`src/rtl/mem_arbiter_if.sv`:
```
`default_nettype none
// ============================================================================
//  Module      : mem_arbiter_if
//  Description : Bundle of core request/grant, host loader and shared
//                memory command signals around the memory arbiter.
//  Revision    : 1.0 - initial release
// ============================================================================
interface mem_arbiter_if #(
    parameter int N_CORES = 4,
    parameter int ADDR_W  = 16,
    parameter int DATA_W  = 16
);
    logic [N_CORES-1:0]        core_req;
    logic [N_CORES-1:0]        core_wr_en;
    logic [N_CORES*ADDR_W-1:0] core_addr;
    logic [N_CORES*DATA_W-1:0] core_wdata;
    logic [N_CORES-1:0]        core_gnt;
    logic [N_CORES-1:0]        core_rvalid;
    logic [DATA_W-1:0]         core_rdata;
    logic                      host_en;
    logic                      host_wr_en;
    logic [ADDR_W-1:0]         host_addr;
    logic [DATA_W-1:0]         host_wdata;
    logic                      host_own;
    logic                      mem_wr_en;
    logic [ADDR_W-1:0]         mem_addr;
    logic [DATA_W-1:0]         mem_wdata;
    logic [DATA_W-1:0]         mem_rdata;

    // Arbiter side
    modport slave (
        input  core_req, core_wr_en, core_addr, core_wdata,
        input  host_en, host_wr_en, host_addr, host_wdata,
        input  mem_rdata,
        output core_gnt, core_rvalid, core_rdata, host_own,
        output mem_wr_en, mem_addr, mem_wdata
    );

    // Cores, host loader and memory side
    modport master (
        output core_req, core_wr_en, core_addr, core_wdata,
        output host_en, host_wr_en, host_addr, host_wdata,
        output mem_rdata,
        input  core_gnt, core_rvalid, core_rdata, host_own,
        input  mem_wr_en, mem_addr, mem_wdata
    );
endinterface
`default_nettype wire

```
`src/rtl/mem_arbiter.sv`:
```
`default_nettype none
// ============================================================================
//  Module      : mem_arbiter
//  Description : Round-robin arbiter giving N cores one-transaction-per-two-
//                cycles access to a shared memory port, with a host loader
//                that can take the port over after in-flight reads drain.
//  Revision    : 1.0 - initial release
// ============================================================================
module mem_arbiter #(
    parameter int N_CORES = 4,
    parameter int ADDR_W  = 16,
    parameter int DATA_W  = 16
) (
    input  wire logic    clk,
    input  wire logic    rst_n,
    mem_arbiter_if.slave bus
);
    localparam int c_PTR_W = $clog2(N_CORES);
    localparam logic [c_PTR_W:0]   c_N_EXT = (c_PTR_W+1)'(N_CORES);
    localparam logic [c_PTR_W-1:0] c_LAST  = c_PTR_W'(N_CORES - 1);
    localparam logic [N_CORES-1:0] c_ONE   = N_CORES'(1);

    typedef enum logic [1:0] {
        ST_ARB   = 2'd0,
        ST_DRAIN = 2'd1,
        ST_HOST  = 2'd2
    } state_t;

    state_t              r_state;
    logic [c_PTR_W-1:0]  r_ptr;
    logic [N_CORES-1:0]  r_gnt;
    logic [N_CORES-1:0]  r_rvalid;
    logic                r_host_own;
    logic                r_mem_wr_en;
    logic [ADDR_W-1:0]   r_mem_addr;
    logic [DATA_W-1:0]   r_mem_wdata;

    logic                w_found;
    logic [c_PTR_W-1:0]  w_winner;
    logic [c_PTR_W:0]    w_idx;
    logic [ADDR_W-1:0]   w_sel_addr;
    logic [DATA_W-1:0]   w_sel_wdata;
    logic                w_gnt_busy;
    logic                w_read_inflight;

    // A grant is on the bus this cycle; a read grant owes an rvalid next cycle.
    assign w_gnt_busy      = |r_gnt;
    assign w_read_inflight = w_gnt_busy & ~r_mem_wr_en;

    // Round-robin search: first requester at or after the pointer, wrapping.
    always_comb begin
        w_found  = 1'b0;
        w_winner = r_ptr;
        w_idx    = '0;
        for (int i = 0; i < N_CORES; i++) begin
            w_idx = {1'b0, r_ptr} + (c_PTR_W+1)'(i);
            if (w_idx >= c_N_EXT) begin
                w_idx = w_idx - c_N_EXT;
            end
            if (!w_found && bus.core_req[w_idx[c_PTR_W-1:0]]) begin
                w_found  = 1'b1;
                w_winner = w_idx[c_PTR_W-1:0];
            end
        end
    end

    assign w_sel_addr  = bus.core_addr[w_winner*ADDR_W +: ADDR_W];
    assign w_sel_wdata = bus.core_wdata[w_winner*DATA_W +: DATA_W];

    // Ownership FSM with registered grant, rvalid and memory command outputs.
    always_ff @(posedge clk or negedge rst_n) begin
        if (!rst_n) begin
            r_state     <= ST_ARB;
            r_ptr       <= '0;
            r_gnt       <= '0;
            r_rvalid    <= '0;
            r_host_own  <= 1'b0;
            r_mem_wr_en <= 1'b0;
            r_mem_addr  <= '0;
            r_mem_wdata <= '0;
        end else begin
            // Grants and write strobes are single-cycle pulses by default.
            r_gnt       <= '0;
            r_mem_wr_en <= 1'b0;
            r_rvalid    <= w_read_inflight ? r_gnt : '0;
            case (r_state)
                ST_ARB: begin
                    if (bus.host_en) begin
                        // Host wins over any same-cycle request, which stays pending.
                        if (w_read_inflight) begin
                            r_state <= ST_DRAIN;
                        end else begin
                            r_state    <= ST_HOST;
                            r_host_own <= 1'b1;
                        end
                    end else if (!w_gnt_busy && w_found) begin
                        r_gnt       <= c_ONE << w_winner;
                        r_mem_wr_en <= bus.core_wr_en[w_winner];
                        r_mem_addr  <= w_sel_addr;
                        r_mem_wdata <= w_sel_wdata;
                        r_ptr       <= (w_winner == c_LAST) ? '0 : w_winner + 1'b1;
                    end
                end
                ST_DRAIN: begin
                    // The outstanding rvalid is delivered during this cycle.
                    r_state    <= ST_HOST;
                    r_host_own <= 1'b1;
                end
                ST_HOST: begin
                    if (!bus.host_en) begin
                        r_state    <= ST_ARB;
                        r_host_own <= 1'b0;
                    end
                end
                default: begin
                    r_state    <= ST_ARB;
                    r_host_own <= 1'b0;
                end
            endcase
        end
    end

    assign bus.core_gnt    = r_gnt;
    assign bus.core_rvalid = r_rvalid;
    assign bus.core_rdata  = (|r_rvalid) ? bus.mem_rdata : '0;
    assign bus.host_own    = r_host_own;
    assign bus.mem_wr_en   = r_host_own ? bus.host_wr_en : r_mem_wr_en;
    assign bus.mem_addr    = r_host_own ? bus.host_addr  : r_mem_addr;
    assign bus.mem_wdata   = r_host_own ? bus.host_wdata : r_mem_wdata;

endmodule
`default_nettype wire

```
`src/flat_wrapper.sv`:
```
// flat-port wrapper written by rule: the top's interface ports become plain ports
module mem_arbiter_flat 
#(
    parameter int N_CORES = 4,
    parameter int ADDR_W  = 16,
    parameter int DATA_W  = 16
)
  (clk, rst_n, bus_core_req, bus_core_wr_en, bus_core_addr, bus_core_wdata, bus_host_en, bus_host_wr_en, bus_host_addr, bus_host_wdata, bus_mem_rdata, bus_core_gnt, bus_core_rvalid, bus_core_rdata, bus_host_own, bus_mem_wr_en, bus_mem_addr, bus_mem_wdata);
  mem_arbiter_if #(.N_CORES(N_CORES), .ADDR_W(ADDR_W), .DATA_W(DATA_W)) bus_i ();
  input  wire logic clk;
  input  wire logic rst_n;
  input wire logic [$bits(bus_i.core_req)-1:0] bus_core_req;
  input wire logic [$bits(bus_i.core_wr_en)-1:0] bus_core_wr_en;
  input wire logic [$bits(bus_i.core_addr)-1:0] bus_core_addr;
  input wire logic [$bits(bus_i.core_wdata)-1:0] bus_core_wdata;
  input wire logic [$bits(bus_i.host_en)-1:0] bus_host_en;
  input wire logic [$bits(bus_i.host_wr_en)-1:0] bus_host_wr_en;
  input wire logic [$bits(bus_i.host_addr)-1:0] bus_host_addr;
  input wire logic [$bits(bus_i.host_wdata)-1:0] bus_host_wdata;
  input wire logic [$bits(bus_i.mem_rdata)-1:0] bus_mem_rdata;
  output wire logic [$bits(bus_i.core_gnt)-1:0] bus_core_gnt;
  output wire logic [$bits(bus_i.core_rvalid)-1:0] bus_core_rvalid;
  output wire logic [$bits(bus_i.core_rdata)-1:0] bus_core_rdata;
  output wire logic [$bits(bus_i.host_own)-1:0] bus_host_own;
  output wire logic [$bits(bus_i.mem_wr_en)-1:0] bus_mem_wr_en;
  output wire logic [$bits(bus_i.mem_addr)-1:0] bus_mem_addr;
  output wire logic [$bits(bus_i.mem_wdata)-1:0] bus_mem_wdata;
  assign bus_i.core_req = bus_core_req;
  assign bus_i.core_wr_en = bus_core_wr_en;
  assign bus_i.core_addr = bus_core_addr;
  assign bus_i.core_wdata = bus_core_wdata;
  assign bus_i.host_en = bus_host_en;
  assign bus_i.host_wr_en = bus_host_wr_en;
  assign bus_i.host_addr = bus_host_addr;
  assign bus_i.host_wdata = bus_host_wdata;
  assign bus_i.mem_rdata = bus_mem_rdata;
  assign bus_core_gnt = bus_i.core_gnt;
  assign bus_core_rvalid = bus_i.core_rvalid;
  assign bus_core_rdata = bus_i.core_rdata;
  assign bus_host_own = bus_i.host_own;
  assign bus_mem_wr_en = bus_i.mem_wr_en;
  assign bus_mem_addr = bus_i.mem_addr;
  assign bus_mem_wdata = bus_i.mem_wdata;
  mem_arbiter #(.N_CORES(N_CORES), .ADDR_W(ADDR_W), .DATA_W(DATA_W)) u_core (.clk(clk), .rst_n(rst_n), .bus(bus_i));
endmodule
```
`config.mk`:
```
export PLATFORM = sky130hd
export DESIGN_NAME = mem_arbiter_flat
export DESIGN_NICKNAME = d
export VERILOG_FILES = /design/src/rtl/mem_arbiter_if.sv /design/src/rtl/mem_arbiter.sv /design/src/flat_wrapper.sv
export SDC_FILE = /design/constraint.sdc
export NUM_CORES = 1
export LEC_CHECK = 0
export CAP_MARGIN = 20
export CELL_PAD_IN_SITES_DETAIL_PLACEMENT = 1
export CELL_PAD_IN_SITES_GLOBAL_PLACEMENT = 1
export CORE_MARGIN = 2
export CORE_UTILIZATION = 21
export DETAILED_ROUTE_END_ITERATION = 8
export PLACE_DENSITY = 0.75
export SYNTH_ARGS = -nofsm -noshare
export SYNTH_HDL_FRONTEND = slang
export SYNTH_SLANG_ARGS = --single-unit
```
`constraint.sdc`:
```
create_clock -name clk -period 1.9 [get_ports clk]
set_input_delay 0.475 -clock clk [delete_from_list [all_inputs] [get_ports clk]]
set_output_delay 0.475 -clock clk [all_outputs]
set_load 0.01 [all_outputs]
```
==> results by group, run 1 <==
Run status
  • Result of the run: complete, but fails checks
  • Failing checks: setup timing

GRT
  • Wire length of the first global-routing pass: 22.2 mm
  • Largest net degree at the start of global routing: 20
  • Initial antenna violation count: 0
  • Number of global-route vias before repair: 4145
  • Grt total ovfl: 0
  • Overall global routing resource usage: 17.4%

Routing
  • Via Count: 3585
  • Number of iterations in the first detailed-routing pass: 4
  • Antenna Nets Post-Route: 0
  • Total wirelength of the detailed-routed design: 14.7 mm
  • Routed via count divided by cell count: 4.69
  • Routed wire length per instance: 19.2 um
  • Drt drc: 0
  • DRC violation total after the first TritonRoute iteration: 78

Placement
  • Count of buffers from port buffering: around 250
  • Final RePlAce weighted congestion: roughly 0.72
  • Half-perimeter wire length after placement: 10.6 mm

Worst setup path
  • Sort of element at the end of the critical path: output port
  • Worst endpoint required time: 1.42 ns
  • Data arrival time of the worst path: approximately 1.5 ns
  • Crit path launch type: register
  • CP cell instances: buf_12, buf_16, buf_6, mux2_4, buf_6
  • CP delay by family, top: buffers and inverters
  • Most numerous cell on the critical path: sky130_fd_sc_hd__buf_6
  • Worst setup path category: reg2out
  • Register-to-register path setup slack: ~0.060 ns
  • Worst Path Buf+Inv: 4
  • Master of the slowest instance on the critical path: sky130_fd_sc_hd__dfrtp_2
  • Slowest cell delay on critical path: between 0.4 and 0.5 ns
  • Highest net fanout along the worst path: 5

Timing
  • Hold Fails Final Rpt: 0
  • Post-route fraction of the period consumed by the critical path: 106%
  • Slew at the pin with the worst max-slew slack: 0.466 ns
  • Setup repair after global routing missed its margin: yes
  • Final Max Tran Viols: 0
  • Worst clock skew: 0.00681 ns
  • Number of failing setup endpoints in the final timing report: 38
  • Fmax: 498 MHz
  • Max-slew headroom: 68.9%
  • Setup TNS: -2.61 ns
  • Min Tclk post-route: ~2.0 ns
  • Crit path setup slack, layout: -0.107 ns

Cells and area
  • Antenna fix cells: 0
  • Final #Nets: about 770
  • Most common library cell in the layout ignoring fill and taps: sky130_fd_sc_hd__clkdlybuf4s50_1
  • Area growth syn-to-layout: 113%
  • Post-layout util: ~46%
  • Most frequent cells in the layout: sky130_fd_sc_hd__clkdlybuf4s50_1, sky130_fd_sc_hd__mux2i_1, sky130_fd_sc_hd__dfrtp_1
  • Share of layout cells above drive strength 1: 30.5%

Min path
  • Type of the worst min-delay path: in2async

CTS
  • Clock Tree Buf Depth: 2
  • Clock tree from TritonCTS: built
  • Hold buffer count at CTS: 0
  • Register clock-pin slew on the reported worst setup and hold paths: roughly 0.070 ns
  • Cell chosen for the clock root: sky130_fd_sc_hd__clkbuf_16
  • Worst-skew pair later-pin latency: approximately 0.29 ns
  • H-Tree Level Count: 2
  • Clk sink count: 46
  • Number of buffers inserted during clock tree synthesis: 5

Run
  • Total of max-cap violations: 0

Synth
  • Syn_nets: 488
  • Distinct cells, synth: 32
  • Post-synthesis sequential element count: 46
  • Top_reg_cell synth: sky130_fd_sc_hd__dfrtp_1
  • Proportion of register bits with asynchronous set or reset after synthesis: 100%
  • Synth Warn #: 0
  • Cell taking the most area after synthesis: sky130_fd_sc_hd__dfrtp_1
  • Cell area after technology mapping: about 3200 um^2
  • Cell types occupying the most area after synthesis: sky130_fd_sc_hd__dfrtp_1, sky130_fd_sc_hd__mux2i_1, sky130_fd_sc_hd__mux2_2, sky130_fd_sc_hd__o221ai_1, sky130_fd_sc_hd__nand2_1
  • Sequential share of the synthesized area: 36.3%
  • Share of the synthesized area in the top cell type: between 30 and 40%
  • Average cell area after synthesis: 10.7 um^2
  • EDFF count, synth: 0
  • Count of mapped cells out of synthesis: 296

Floorplanning
  • Starting density of the core: 21.6%
  • Row count: 44
  • Die Footprint: 16100 um^2
  • Die Y: 127 um
  • I/O pins: between 200 and 250
  • Die width: 127 um
  • Area of the placeable core: 14600 um^2

Pwr
  • Leakage power: 2.96 nW
  • Pwr Density: 1260 nW/um^2
  • Peak ir drop on the vdd network: 0.464 mV
==> area by class of cell <==
type	instances	area (um^2)
fill	1608	7910
timing repair buffer	298	3170
multi-input combinational	225	2000
sequential	46	1150
tap	184	230
clock buffer	5	125
clock inverter	3	40.0
inverter	3	13.8
==> flip-flops by register name, indices dropped and copies added, names as in the netlist <==
name and cells:
u_core.r_ptr 2, u_core.r_mem_wr_en 1, u_core.bus.host_own 1, u_core.r_mem_addr 16
u_core.bus.core_rvalid 4, u_core.bus.core_gnt 4, u_core.r_state 2, u_core.r_mem_wdata 16
==> cell families after synthesis <==
family / count (synthesis) / synth area share, %
compound gates: 40 / 10.9
fa+ha+maj: 4 / 1.58
buf+inv: 25 / 4.78
flops: 46 / 36.3
mux: 99 / 33.0
simple gates: 82 / 13.4
==> synth_stat cells (2+ instances only) <==
master / count
sky130_fd_sc_hd__inv_1: 2
sky130_fd_sc_hd__o221ai_1: 32
sky130_fd_sc_hd__buf_6: 3
sky130_fd_sc_hd__and2_1: 5
sky130_fd_sc_hd__nor4_1: 3
sky130_fd_sc_hd__nand2_1: 40
sky130_fd_sc_hd__clkbuf_1: 6
sky130_fd_sc_hd__ha_1: 4
sky130_fd_sc_hd__buf_2: 5
sky130_fd_sc_hd__nand2_4: 2
sky130_fd_sc_hd__mux2_2: 33
sky130_fd_sc_hd__buf_4: 7
sky130_fd_sc_hd__mux2i_1: 65
sky130_fd_sc_hd__o21ai_0: 4
sky130_fd_sc_hd__nor2b_1: 23
sky130_fd_sc_hd__dfrtp_1: 46
==> through the flow <==
step	std cells	hold slack [ns]	cell area [um^2]	setup slack, ns	total power, mW
2_1_floorplan	296	0.179	3170	0.0497	3.98
3_3_place_gp	726	0.446	6030	-0.487	6.07
3_5_place_dp	726	0.456	6030	-0.577	6.20
4_1_cts	759	0.141	6520	-0.121	8.15
5_1_grt	764	0.155	6740	-0.142	9.00
6_report	764	0.134	6740	-0.107	8.49
==> routing by layer <==
metal	global-route usage (%)	wire, um
met5	0	0
met4	3.23	302
met3	3.88	1090
met2	34.0	7760
met1	19.1	5510
==> report_power, final <==
part	internal (mW)	switching [mW]
clock network	0.617	0.386
registers	1.39	0.298
logic	3.47	2.33
==> what timing repair did <==
action | CTS | global route
setup endpoints to repair | 89 | 81
pin swaps | 5 | 5
gates cloned | 7 | 2
gates resized for setup | 248 | 36
setup buffers | 18 | 4
==> worst reg2reg max path, stage by stage, from the launching register on <==
cell                        delay (ns)
sky130_fd_sc_hd__dfrtp_2          0.44
sky130_fd_sc_hd__or3_1            0.31
sky130_fd_sc_hd__nand4b_1         0.15
sky130_fd_sc_hd__nand2_4          0.14
sky130_fd_sc_hd__buf_6            0.17
sky130_fd_sc_hd__clkbuf_16        0.18
sky130_fd_sc_hd__mux2i_1          0.19
sky130_fd_sc_hd__o221ai_1         0.13
==> final timing paths <==
| kind | startpoint | endpoint | cells after the start |
|---|---|---|---|
| min reg2reg | u_core.r_mem_addr[13] | u_core.r_mem_addr[13] | 2 |
| min in group clk | u_core.r_mem_addr[13] | u_core.r_mem_addr[13] | 2 |
| max in group asynchronous | rst_n | u_core.r_ptr[0] | 2 |
| max | u_core.bus.host_own | bus_mem_wdata[2] | 5 |
| max reg2reg | u_core.r_ptr[1] | u_core.r_mem_wdata[1] | 7 |
| min | rst_n | u_core.r_mem_addr[11] | 1 |
Note: power is estimated with default switching activity, not from simulation.
==> run 2, diff against run 1 <==
Settings changed: PLACE_DENSITY 0.75 to 0.83.
==> run 2 against run 1 <==
Net effect:
- the flow still finishes with violations (setup timing)
- sequential power about the same
- sequential share of layout area is 0.86 points higher
- flip-flop and latch count is the same
- hold slack improved by 0.050 ns
- register-to-register slack barely moved
- fmax increased by 4.4%
- final area fell by 4.8%
- via count down 0.84%
- worst setup slack improved by 0.085 ns
- die area stayed put
- non-clock buffer count fell by 12
- critical endpoint is now bus_core_rdata[10]
- largest power group unchanged
- highest routed layer unchanged
==> results by group, run 2 (synthesis results as in run 1) <==
Worst setup path
  • Worst endpoint required time: 1.42 ns
  • Highest net fanout along the worst path: 6
  • Worst setup path category: reg2out
  • Crit path launch type: register
  • Sort of element at the end of the critical path: output port
  • CP cell instances: nor4_4, buf_4, buf_6, nor2b_1, buf_2
  • Master of the slowest instance on the critical path: sky130_fd_sc_hd__dfrtp_1
  • Worst Path Buf+Inv: 3
  • CP delay by family, top: buffers and inverters
  • Slowest cell delay on critical path: 0.40 ns
  • Data arrival time of the worst path: roughly 1.5 ns

CTS
  • Register clock-pin slew on the reported worst setup and hold paths: 0.06 ns
  • Number of buffers inserted during clock tree synthesis: 5
  • Clk sink count: 46
  • Hold buffer count at CTS: 0
  • Worst-skew pair later-pin latency: 0.28 ns
  • Clock Tree Buf Depth: 2
  • H-Tree Level Count: 2
  • Clock tree from TritonCTS: built
  • Cell chosen for the clock root: sky130_fd_sc_hd__clkbuf_16

GRT
  • Overall global routing resource usage: roughly 17%
  • Number of global-route vias before repair: just over 4000
  • Global Route met2 Usage: 32.7%
  • Met3 Usage GRT: 4.05%
  • Met1 usage: 17.3%
  • Largest net degree at the start of global routing: 37
  • Most used routing layer in global routing: met2
  • Initial antenna violation count: 0
  • Grt total ovfl: 0
  • Wire length of the first global-routing pass: 21.3 mm

Cells and area
  • Largest registers: u_core.r_mem_addr x16, u_core.r_mem_wdata x16
  • Antenna fix cells: 0
  • Most common library cell in the layout ignoring fill and taps: sky130_fd_sc_hd__clkdlybuf4s50_1
  • Share of layout cells above drive strength 1: 26.9%
  • Number of standard cells in the layout, taps in and fillers out: between 700 and 800
  • Post-layout util: 43.8%
  • Final #Nets: between 700 and 800
  • Layout fillers: 1583
  • Most frequent cells in the layout: sky130_fd_sc_hd__clkdlybuf4s50_1, sky130_fd_sc_hd__mux2i_1, sky130_fd_sc_hd__dfrtp_1
  • Area growth syn-to-layout: 102%

Timing
  • Hold Fails Final Rpt: 0
  • Slew at the pin with the worst max-slew slack: 0.587 ns
  • Fmax: roughly 520 MHz
  • Max-slew headroom: 60.9%
  • Post-route fraction of the period consumed by the critical path: 101%
  • Worst clock skew: 0.00437 ns
  • Setup TNS: -0.364 ns
  • Crit path setup slack, layout: -0.0227 ns
  • Min Tclk post-route: 1.92 ns
  • Worst-case hold slack: 0.184 ns
  • Setup repair after global routing missed its margin: yes
  • Number of failing setup endpoints in the final timing report: 24
  • Final Max Tran Viols: 0

Floorplanning
  • I/O pins: 246
  • Row count: 44
  • Die width: approximately 130 um
  • Die Y: roughly 130 um
  • Starting density of the core: 21.6%
  • Area of the placeable core: 14600 um^2
  • Die Footprint: 16100 um^2

Placement
  • Pre-CTS setup slack: -0.578 ns
  • Half-perimeter wire length after placement: approximately 11 mm
  • Placed Cells: approximately 730
  • Count of buffers from port buffering: around 250
  • Final RePlAce weighted congestion: approximately 0.74

Run
  • Total of max-cap violations: 0

Pwr
  • Pwr Density: 1200 nW/um^2
  • Peak ir drop on the vdd network: 0.425 mV
  • Leakage power: about 2.9 nW

Routing
  • Antenna Nets Post-Route: 0
  • DRC violation total after the first TritonRoute iteration: 90
  • Via Count: between 3000 and 4000
  • Routed via count divided by cell count: between 4 and 5
  • Number of iterations in the first detailed-routing pass: 4
  • Drt drc: 0
  • Total wirelength of the detailed-routed design: 13.9 mm
  • Routed wire length per instance: 18.5 um

Run status
  • Failing checks: setup timing
  • Result of the run: complete, but fails checks

Min path
  • Type of the worst min-delay path: in2async
-- run 2: repair_timing --
action,CTS,global route
gates resized for setup,249,28
gates cloned,3,1
pin swaps,1,0
buffers inserted,12,0
endpoints found under the setup margin,88,63
-- run 2: power breakdown --
group	leakage (nW)	switching (mW)	internal (mW)
sequential	0.582	0.290	1.39
combinational	2.24	2.17	2.94
clock	0.0739	0.373	0.523
total	2.89	2.84	4.85
-- run 2: final timing paths --
| path | from | to | slack, ns | depth (start not counted) |
|---|---|---|---|---|
| setup / recovery | u_core.bus.core_rvalid[2] | bus_core_rdata[10] | -0.02 | 5 |
| hold / removal | rst_n | u_core.r_mem_addr[5] | 0.18 | 1 |
| setup reg to reg | u_core.r_ptr[1] | u_core.r_mem_wdata[2] | 0.06 | 7 |
| hold reg to reg | u_core.r_mem_wdata[13] | u_core.r_mem_wdata[13] | 0.49 | 2 |
| max in group asynchronous | rst_n | u_core.bus.host_own | 1.14 | 2 |
| min in group clk | u_core.r_mem_wdata[13] | u_core.r_mem_wdata[13] | 0.49 | 2 |
-- run 2: area by class of cell --
type	instances	area, um^2	share of cell area, %
clock buffers	7	143	2.22
clock inverters	1	5.00	0.0780
inverters	3	13.8	0.215
multi-input cells	225	2000	31.2
flip-flops and latches	46	1150	18.0
well taps	184	230	3.59
repair buffers	286	2870	44.7
-- run 2: routing by layer --
layer  part of all wire (%)  wire length (um)
met2                     54              7460
met3                    7.7              1080
met4                    2.5               353
met1                     36              5050
met5                      0                 0
-- run 2: metrics by stage --
stage	total power, mW	cell area [um^2]
after floorplan	3.98	3170
after global placement	6.19	6080
after detailed placement	6.40	6080
after CTS	7.66	6350
after global routing	8.19	6410
final	7.69	6410
-- run 2: worst reg2reg max path, delay by kind of cell, from the launching register on --
family                 cells  cell delay [ns]
and+or+nand+nor            3             0.57
DFF                        1             0.45
buffers and inverters      2             0.34
muxes                      1             0.17
AOI/OAI and AO/OA          1             0.16
==> run 3, diff against run 2 <==
Settings changed: GPL_TIMING_DRIVEN from default to 0.
==> run 3 against run 2 <==
Net effect:
- the flow still finishes with violations (setup timing)
- wire length rose by 9.1%
- worst setup slack worse by 0.12 ns
- via count increased by 0.79%
- largest cell class unchanged
- largest power group unchanged
==> results by group, run 3 (synthesis results as in run 1) <==
Run status
  • Result of the run: complete, but fails checks
  • Failing checks: setup timing

Worst setup path
  • Worst Path Buf+Inv: 4
  • Most numerous cell on the critical path: sky130_fd_sc_hd__buf_6
  • Slowest cell delay on critical path: 0.41 ns
  • Worst setup path category: reg2out
  • Worst endpoint required time: 1.42 ns
  • Master of the slowest instance on the critical path: sky130_fd_sc_hd__dfrtp_1
  • Highest net fanout along the worst path: 6
  • CP delay by family, top: buffers and inverters
  • CP cell instances: buf_8, buf_6, clkbuf_16, mux2_4, buf_6
  • Data arrival time of the worst path: 1.57 ns
  • Crit path launch type: register
  • Sort of element at the end of the critical path: output port

Cells and area
  • Antenna fix cells: 0
  • Post-layout util: between 40% and 50%
  • Most common library cell in the layout ignoring fill and taps: sky130_fd_sc_hd__clkdlybuf4s50_1
  • FF/Latch Area: around 1200 um^2
  • Share of layout cells above drive strength 1: 30.0%
  • Final #Nets: 775
  • Most frequent cells in the layout: sky130_fd_sc_hd__clkdlybuf4s50_1, sky130_fd_sc_hd__mux2i_1, sky130_fd_sc_hd__buf_6
  • Layout fillers: 1597
  • Combined area of the multi-input logic cells: 2120 um^2
  • Area growth syn-to-layout: 115%
  • Largest registers: u_core.r_mem_addr x16, u_core.r_mem_wdata x16
  • Number of standard cells in the layout, taps in and fillers out: approximately 770

CTS
  • Cell chosen for the clock root: sky130_fd_sc_hd__clkbuf_16
  • Clock tree from TritonCTS: built
  • Number of buffers inserted during clock tree synthesis: 5
  • Clock Tree Buf Depth: 2
  • Register clock-pin slew on the reported worst setup and hold paths: 0.06 ns
  • Worst-skew pair later-pin latency: around 0.28 ns
  • H-Tree Level Count: 2
  • Clk sink count: 46

Timing
  • Worst clock skew: about 0.0057 ns
  • Slew at the pin with the worst max-slew slack: 0.594 ns
  • Post-route fraction of the period consumed by the critical path: 108%
  • Min Tclk post-route: ~2.0 ns
  • Hold Fails Final Rpt: 0
  • Final Max Tran Viols: 0
  • Number of failing setup endpoints in the final timing report: 45
  • Fmax: 488 MHz
  • Crit path setup slack, layout: -0.147 ns
  • Setup repair after global routing missed its margin: yes
  • Max-slew headroom: 60.4%

Pwr
  • Peak ir drop on the vdd network: 0.494 mV
  • Sequential share of power: approximately 20%
  • Switching power: about 3.1 mW
  • Pwr Density: ~1300 nW/um^2
  • Logic gate share of total power: 70.0%
  • Internal power contribution: 5.46 mW
  • Leakage power: 3.10 nW
  • Power share of the clock group: 10.5%
  • Switching part of the total power: between 30% and 40%

Routing
  • Drt drc: 0
  • Number of iterations in the first detailed-routing pass: 4
  • Antenna Nets Post-Route: 0
  • Via Count: about 3600
  • DRC violation total after the first TritonRoute iteration: 101
  • Routed via count divided by cell count: 4.67
  • Total wirelength of the detailed-routed design: 15.2 mm
  • Routed wire length per instance: 19.8 um

Placement
  • Final RePlAce weighted congestion: approximately 0.73
  • Count of buffers from port buffering: 245
  • Half-perimeter wire length after placement: 11.2 mm
  • Placed Cells: approximately 730

Floorplanning
  • Row count: 44
  • Die Footprint: between 15000 and 20000 um^2
  • Die Y: 127 um
  • Area of the placeable core: 14600 um^2
  • I/O pins: 246
  • Starting density of the core: 21.6%
  • Die width: 127 um

GRT
  • Initial antenna violation count: 0
  • Overall global routing resource usage: between 10% and 20%
  • Number of global-route vias before repair: approximately 4100
  • Wire length of the first global-routing pass: 22.8 mm
  • Largest net degree at the start of global routing: 25
  • Grt total ovfl: 0

Run
  • Total of max-cap violations: 0

Min path
  • Type of the worst min-delay path: in2async
## run 3: cell count changes in the layout (fill, tap and decap cells not counted), sizes merged
cell / delta
buf: +9
clkbuf: +8
dlygate4sd2: -2
dlymetal6s2s: +1
## run 3: final cells by class
class                   instances  area share, %
plain buffers                  21           4.02
clock buffers                   7           2.09
clock inverters                 1         0.0735
inverters                       3          0.202
multi-input cells             225           31.1
flip-flops and latches         46           16.9
well taps                     184           3.38
repair buffers                281           42.2
## run 3: worst paths after layout
kind                                       start                     to  slack (ns)  cells past startpoint
hold reg to reg            u_core.r_mem_wdata[7]  u_core.r_mem_wdata[7]        0.50                      2
setup / recovery             u_core.bus.host_own        bus_mem_addr[7]       -0.15                      5
max in group asynchronous                  rst_n        u_core.r_ptr[1]        1.15                      2
setup reg to reg                 u_core.r_ptr[0]     u_core.r_mem_wr_en        0.06                      6
hold / removal                             rst_n   u_core.r_mem_addr[1]        0.19                      1
min in group clk           u_core.r_mem_wdata[7]  u_core.r_mem_wdata[7]        0.50                      2
## run 3: what timing repair did
item,4_1_cts,5_1_grt
hold buffers,0,0
buffers inserted,22,7
gates cloned,4,2
endpoints found under the setup margin,88,80
pin swaps,5,6
gates resized for setup,326,32
hold endpoints to repair,0,0
## run 3: power groups by stage
stage | Combinational [mW] | Clock [mW] | Sequential [mW]
after floorplan | 2.39 | 0 | 1.58
after global placement | 4.29 | 0 | 1.62
after detailed placement | 4.41 | 0 | 1.65
after CTS | 5.61 | 0.940 | 1.66
after global routing | 6.41 | 0.964 | 1.73
final | 6.00 | 0.897 | 1.67
## run 3: through the flow
stage	TNS (ns)	area [um^2]	setup WS, ns	hold WS, ns	total power, mW
2_1_floorplan	0	3170	0.0497	0.179	3.98
3_3_place_gp	-108.87	5860	-1.09	0.467	5.91
3_5_place_dp	-62.92	5870	-0.992	0.479	6.06
4_1_cts	-5.38	6600	-0.184	0.201	8.21
5_1_grt	-6.42	6810	-0.185	0.226	9.10
6_report	-3.99	6810	-0.147	0.189	8.57
## run 3: metal layers
layer  vias to the layer above  global-route usage, %  wire (um)
met5                         -                      0          0
met2                       164                   35.3       8190
met1                      1739                   20.6       5950
met4                         0                   2.26         59
met3                         5                   3.75       1010
li1                       1675                      -          -
==> RTL change 1: new RTL, config.mk and constraints of run 3 <==
Encoding of `state_t`: now one-hot (3 bits for 3 states).
--- a/src/rtl/mem_arbiter.sv
+++ b/src/rtl/mem_arbiter.sv
@@ -20,10 +20,10 @@
     localparam logic [c_PTR_W-1:0] c_LAST  = c_PTR_W'(N_CORES - 1);
     localparam logic [N_CORES-1:0] c_ONE   = N_CORES'(1);
 
-    typedef enum logic [1:0] {
-        ST_ARB   = 2'd0,
-        ST_DRAIN = 2'd1,
-        ST_HOST  = 2'd2
+    typedef enum logic [2:0] {
+        ST_ARB   = 3'b001,
+        ST_DRAIN = 3'b010,
+        ST_HOST  = 3'b100
     } state_t;
 
     state_t              r_state;
Function: same outputs for any inputs over 10 cycles, from zero or initial values and one cycle with rst_n low; not proved beyond that.
==> RTL change 1 against run 3 <==
- the flow still finishes with violations (setup timing)
- worst setup slack gained 13 ps
- synthesized area grew 1.7%
- count of clock-buffer cells in the layout unchanged
- via count up 3.8%
- sequential cell count up 1
- routed wire length increased by 3.1%
- design area is 0.28% higher
- first-iteration DRC count is 0.99% higher
- power rose by 8.6%
- sequential share of layout area rose by 0.34 points
- largest cell class unchanged
==> RTL change 1: results (changes against run 3) <==
- Status: complete, but fails checks
- Failing checks: setup timing
- Placed cell area: 5930 µm² (+0.92%)
- Count of different cell masters after synthesis: 38 (+19%)
- Worst-Margin Slew: 659 ps (+65.6 ps)
- Setup WS pre-CTS: -915 ps (+76.5 ps)
- Reg2reg start: u_core.r_ptr[1]
- Antenna cells: 0 (unchanged)
- Mux share of post-synthesis cell area: 0.321 (-0.00874)
- Hold Path Class: in -> async
- Met1 Routed Length: 6.12 mm (+2.8%)
- P&R area growth vs syn: 112%
- Syn_area_per_cell: 10.5 µm² (-1.9%)
- Post-synth top cells: mux2i_1 (64), dfrtp_1 (46), nand2_1 (40)
- Synthesized-area fraction occupied by adder cells: 0.0155 (-0.000270)
- # setup viols final: 46 (+2.2%)
- Drt initial violations: 102 (+0.99%)
- GP Congestion: 0.752 (+3.6%)
- Worst Reg-to-Reg Cells: 7 (+1)
- Total Routing Usage GR: 0.183 (+0.00240)
- Worst setup path end: bus_core_rdata[8]
- Final setup margin: -134 ps (+12.9 ps)
- Sw Share: 0.376 (+0.0121)
- Max IR drop VDD: 0.521 mV (+5.6%)
- Reg2reg end: u_core.r_mem_wr_en
- Compound-Gate Fraction of Synth Area: 0.105 (-0.00419)
- Fin cells: 787 (+2.5%)
- Uppermost layer routed: met4
- Dpl cells: 741 (+2.1%)
- DP Wirelength: 11.8 mm (+4.8%)
- Max Root-Sink Buffers: 2 (unchanged)
- Cts bufs inserted: 5 (unchanged)
- Worst-path clk slew: 80 ps (+20 ps)
- Wire per inst: 19.9 µm (+0.63%)
- Biggest regs: u_core.r_mem_addr (16), u_core.r_mem_wdata (16)
- Critical-path maximum fanout: 3 (-3)
- R2R setup slack: 80 ps (+20 ps)
- Layout cells sized above 1: 0.297 (-0.00250)
- Fin Setup TNS: -3480 ps (+510 ps)
- First-pass GRT wire length: 23.2 mm (+1.9%)
- CP Launch Point: u_core.bus.core_rvalid[1]
- Worst hold-check slack: 203 ps (+13.5 ps)
- Asr flop ratio synth: 1.00 (unchanged)
- Met3 wire len: 964 µm (-4.2%)
- Sequential area share after synthesis: 0.365 (+0.00195)
- I/O Buffers: 245 (unchanged)
- Wire length on met2: 8.20 mm (+0.13%)
- Ranking of synthesized cells by area: dfrtp_1 (36%), mux2i_1 (20%), mux2_2 (12%)
- Post-cts repair resize count: 287 (-12%)
- Fillers: 1646 (+3.1%)
- Vias in the first global route: 4277 (+3.2%)
- Vias: 3719 (+3.8%)
- Syn nets: 499 (+2.3%)
- Leakage: 3.06 nW (-1.3%)
- Pin count of the biggest net entering global routing: 26 (+4.0%)
- Max Clock Skew: 12.0 ps (+6.25 ps)
## RTL change 1: cell count changes after synthesis, moves of 3 or more
cell      before  now
and2_1         5    0
buf_2          5   11
nand2b_1       1    4
buf_4          7    1
nor2_1         0    5
o21ai_0        4    1
## RTL change 1: power by group through the flow
| stage | Clock, mW | Sequential, mW | Combinational (mW) |
|---|---|---|---|
| after floorplan | 0 | 1.65 | 2.72 |
| after global placement | 0 | 1.70 | 4.81 |
| after detailed placement | 0 | 1.73 | 4.93 |
| after CTS | 0.955 | 1.73 | 6.09 |
| after global routing | 0.978 | 1.81 | 7.09 |
| final | 0.932 | 1.76 | 6.61 |
## RTL change 1: layout make-up
cell class	instances	share of cell area
inverter	6	0.00366
timing repair buffer	288	0.425
multi-input combinational	232	0.313
buffer	18	0.0293
clock inverter	1	0.000733
sequential	47	0.173
clock buffer	7	0.0209
tap	188	0.0344
## RTL change 1: layer usage
layer	global-route usage	vias to the layer above
li1	-	1716
met1	0.206	1809
met2	0.344	170
met3	0.0392	24
met4	0.0562	0
met5	0	-
==> RTL change 2: new RTL, settings of run 3 <==
Made on the original files. `N_CORES` is set to 4 in 3 places; all go to 8.
--- a/src/rtl/mem_arbiter_if.sv
+++ b/src/rtl/mem_arbiter_if.sv
@@ -6,7 +6,7 @@
 //  Revision    : 1.0 - initial release
 // ============================================================================
 interface mem_arbiter_if #(
-    parameter int N_CORES = 4,
+    parameter int N_CORES = 8,
     parameter int ADDR_W  = 16,
     parameter int DATA_W  = 16
 );
--- a/src/rtl/mem_arbiter.sv
+++ b/src/rtl/mem_arbiter.sv
@@ -7,7 +7,7 @@
 //  Revision    : 1.0 - initial release
 // ============================================================================
 module mem_arbiter #(
-    parameter int N_CORES = 4,
+    parameter int N_CORES = 8,
     parameter int ADDR_W  = 16,
     parameter int DATA_W  = 16
 ) (
--- a/src/flat_wrapper.sv
+++ b/src/flat_wrapper.sv
@@ -1,7 +1,7 @@
 // flat-port wrapper written by rule: the top's interface ports become plain ports
 module mem_arbiter_flat 
 #(
-    parameter int N_CORES = 4,
+    parameter int N_CORES = 8,
     parameter int ADDR_W  = 16,
     parameter int DATA_W  = 16
 )
Ports: changed (6 resized); port bits go from 246 to 390. No check against the original RTL was run, so the function may have changed too.
==> RTL change 2 against run 3 <==
- the run still ends with setup timing left
- worst setup slack worse by 1900 ps
- critical endpoint is now u_core.r_mem_addr[15]
- routed wire length rose to 2.6 times the old value
- clock skew up 16 ps
- sequential cell count up 9
- synthesized area up 89%
- critical path depth up 13
- synthesized cell count up 150%
- critical path type is now reg -> reg
- design area up 94%
- core utilization up 0.73 points
Power is not shown: default switching activity piles up to over one toggle a cycle in this logic, so the estimate is an artifact.
==> RTL change 2: results (changes against run 3) <==
- Status: complete, but fails checks
- Failing checks: setup timing
- Total Routing Usage GR: 0.252 (+0.0709)
- Dpl cells: 1493 (+110%)
- Post-synth top cells: nand2_1 (130), mux2i_1 (71), nor2_1 (57)
- Critical Path AT: 4180 ps (+2610 ps)
- Worst Reg-to-Reg Cells: 18 (+12)
- Final setup margin: -2060 ps (-1910 ps)
- DR vias/cell: 5.23 (+12%)
- Nets: 1559 (+100%)
- Worst hold-check slack: 243 ps (+54.2 ps)
- Reg2reg end: u_core.r_mem_addr[15]
- Max Clock Skew: 21.6 ps (+15.9 ps)
- Pin count of the biggest net entering global routing: 56 (+120%)
- Fin Setup TNS: -98560 ps (-94570 ps)
- Sequential area share after synthesis: 0.230 (-0.134)
- Cell with the biggest individual delay on the critical path: mux4_2
- # setup viols final: 93 (+110%)
- Drt initial violations: 505 (+400%)
- DP Wirelength: 27.7 mm (+150%)
- Worst-Margin Slew: 842 ps (+249 ps)
- Fin cells: 1606 (+110%)
- I/O Buffers: 389 (+59%)
- GP Congestion: 0.895 (+23%)
- Syn nets: 1058 (+120%)
[RTL change 2: routing by layer]
metal / share of wire / global-route usage / routed length, µm
met3: 0.057 / 0.0506 / 2280
met5: 0 / 0 / 0
met2: 0.51 / 0.459 / 20400
met1: 0.40 / 0.291 / 15900
met4: 0.031 / 0.0886 / 1220
[RTL change 2: layout make-up]
cell class,instances,area [µm²]
Clock inverter,3,25.0
Multi-Input combinational cell,607,5220
Buffer,52,704
Sequential cell,55,1380
Clock buffer,5,125
Inverter,8,65.1
Fill cell,3116,14700
Timing Repair Buffer,498,5210
Tap cell,378,473
[RTL change 2: timing repair]
action,in CTS,in global routing
endpoints found under the hold margin,0,0
setup buffers,72,30
gates resized for setup,485,156
pin swaps,56,38
setup endpoints to repair,94,93
cloned,12,4
[RTL change 2: cell families after synthesis]
group | after synthesis | synth area share
adder cells (fa/ha/maj) | 8 | 0.0167
flip-flops | 55 | 0.230
XOR/XNOR | 3 | 0.00439
multiplexers | 124 | 0.243
AO/OA/AOI/OAI | 211 | 0.259
buffers and inverters | 65 | 0.0533
AND/OR/NAND/NOR | 260 | 0.194
[RTL change 2: worst max path at each step]
stage	start	cells past startpoint	to
after global routing	u_core.r_ptr[0]	18	u_core.r_mem_addr[15]
after floorplan	u_core.r_ptr[0]	18	u_core.r_ptr[2]
final	u_core.r_ptr[0]	18	u_core.r_mem_addr[15]
after global placement	bus_core_req[6]	13	u_core.r_mem_addr[3]
after detailed placement	bus_core_req[4]	13	u_core.r_mem_addr[3]
after CTS	u_core.r_ptr[0]	15	u_core.r_mem_wr_en
[RTL change 2: through the flow]
step           cell area [µm²]  setup slack [ps]
3_5_place_dp             10500             -2700
4_1_cts                  12500             -1920
5_1_grt                  13200             -2160
6_report                 13200             -2060
3_3_place_gp             10500             -2630
2_1_floorplan             6150             -1690
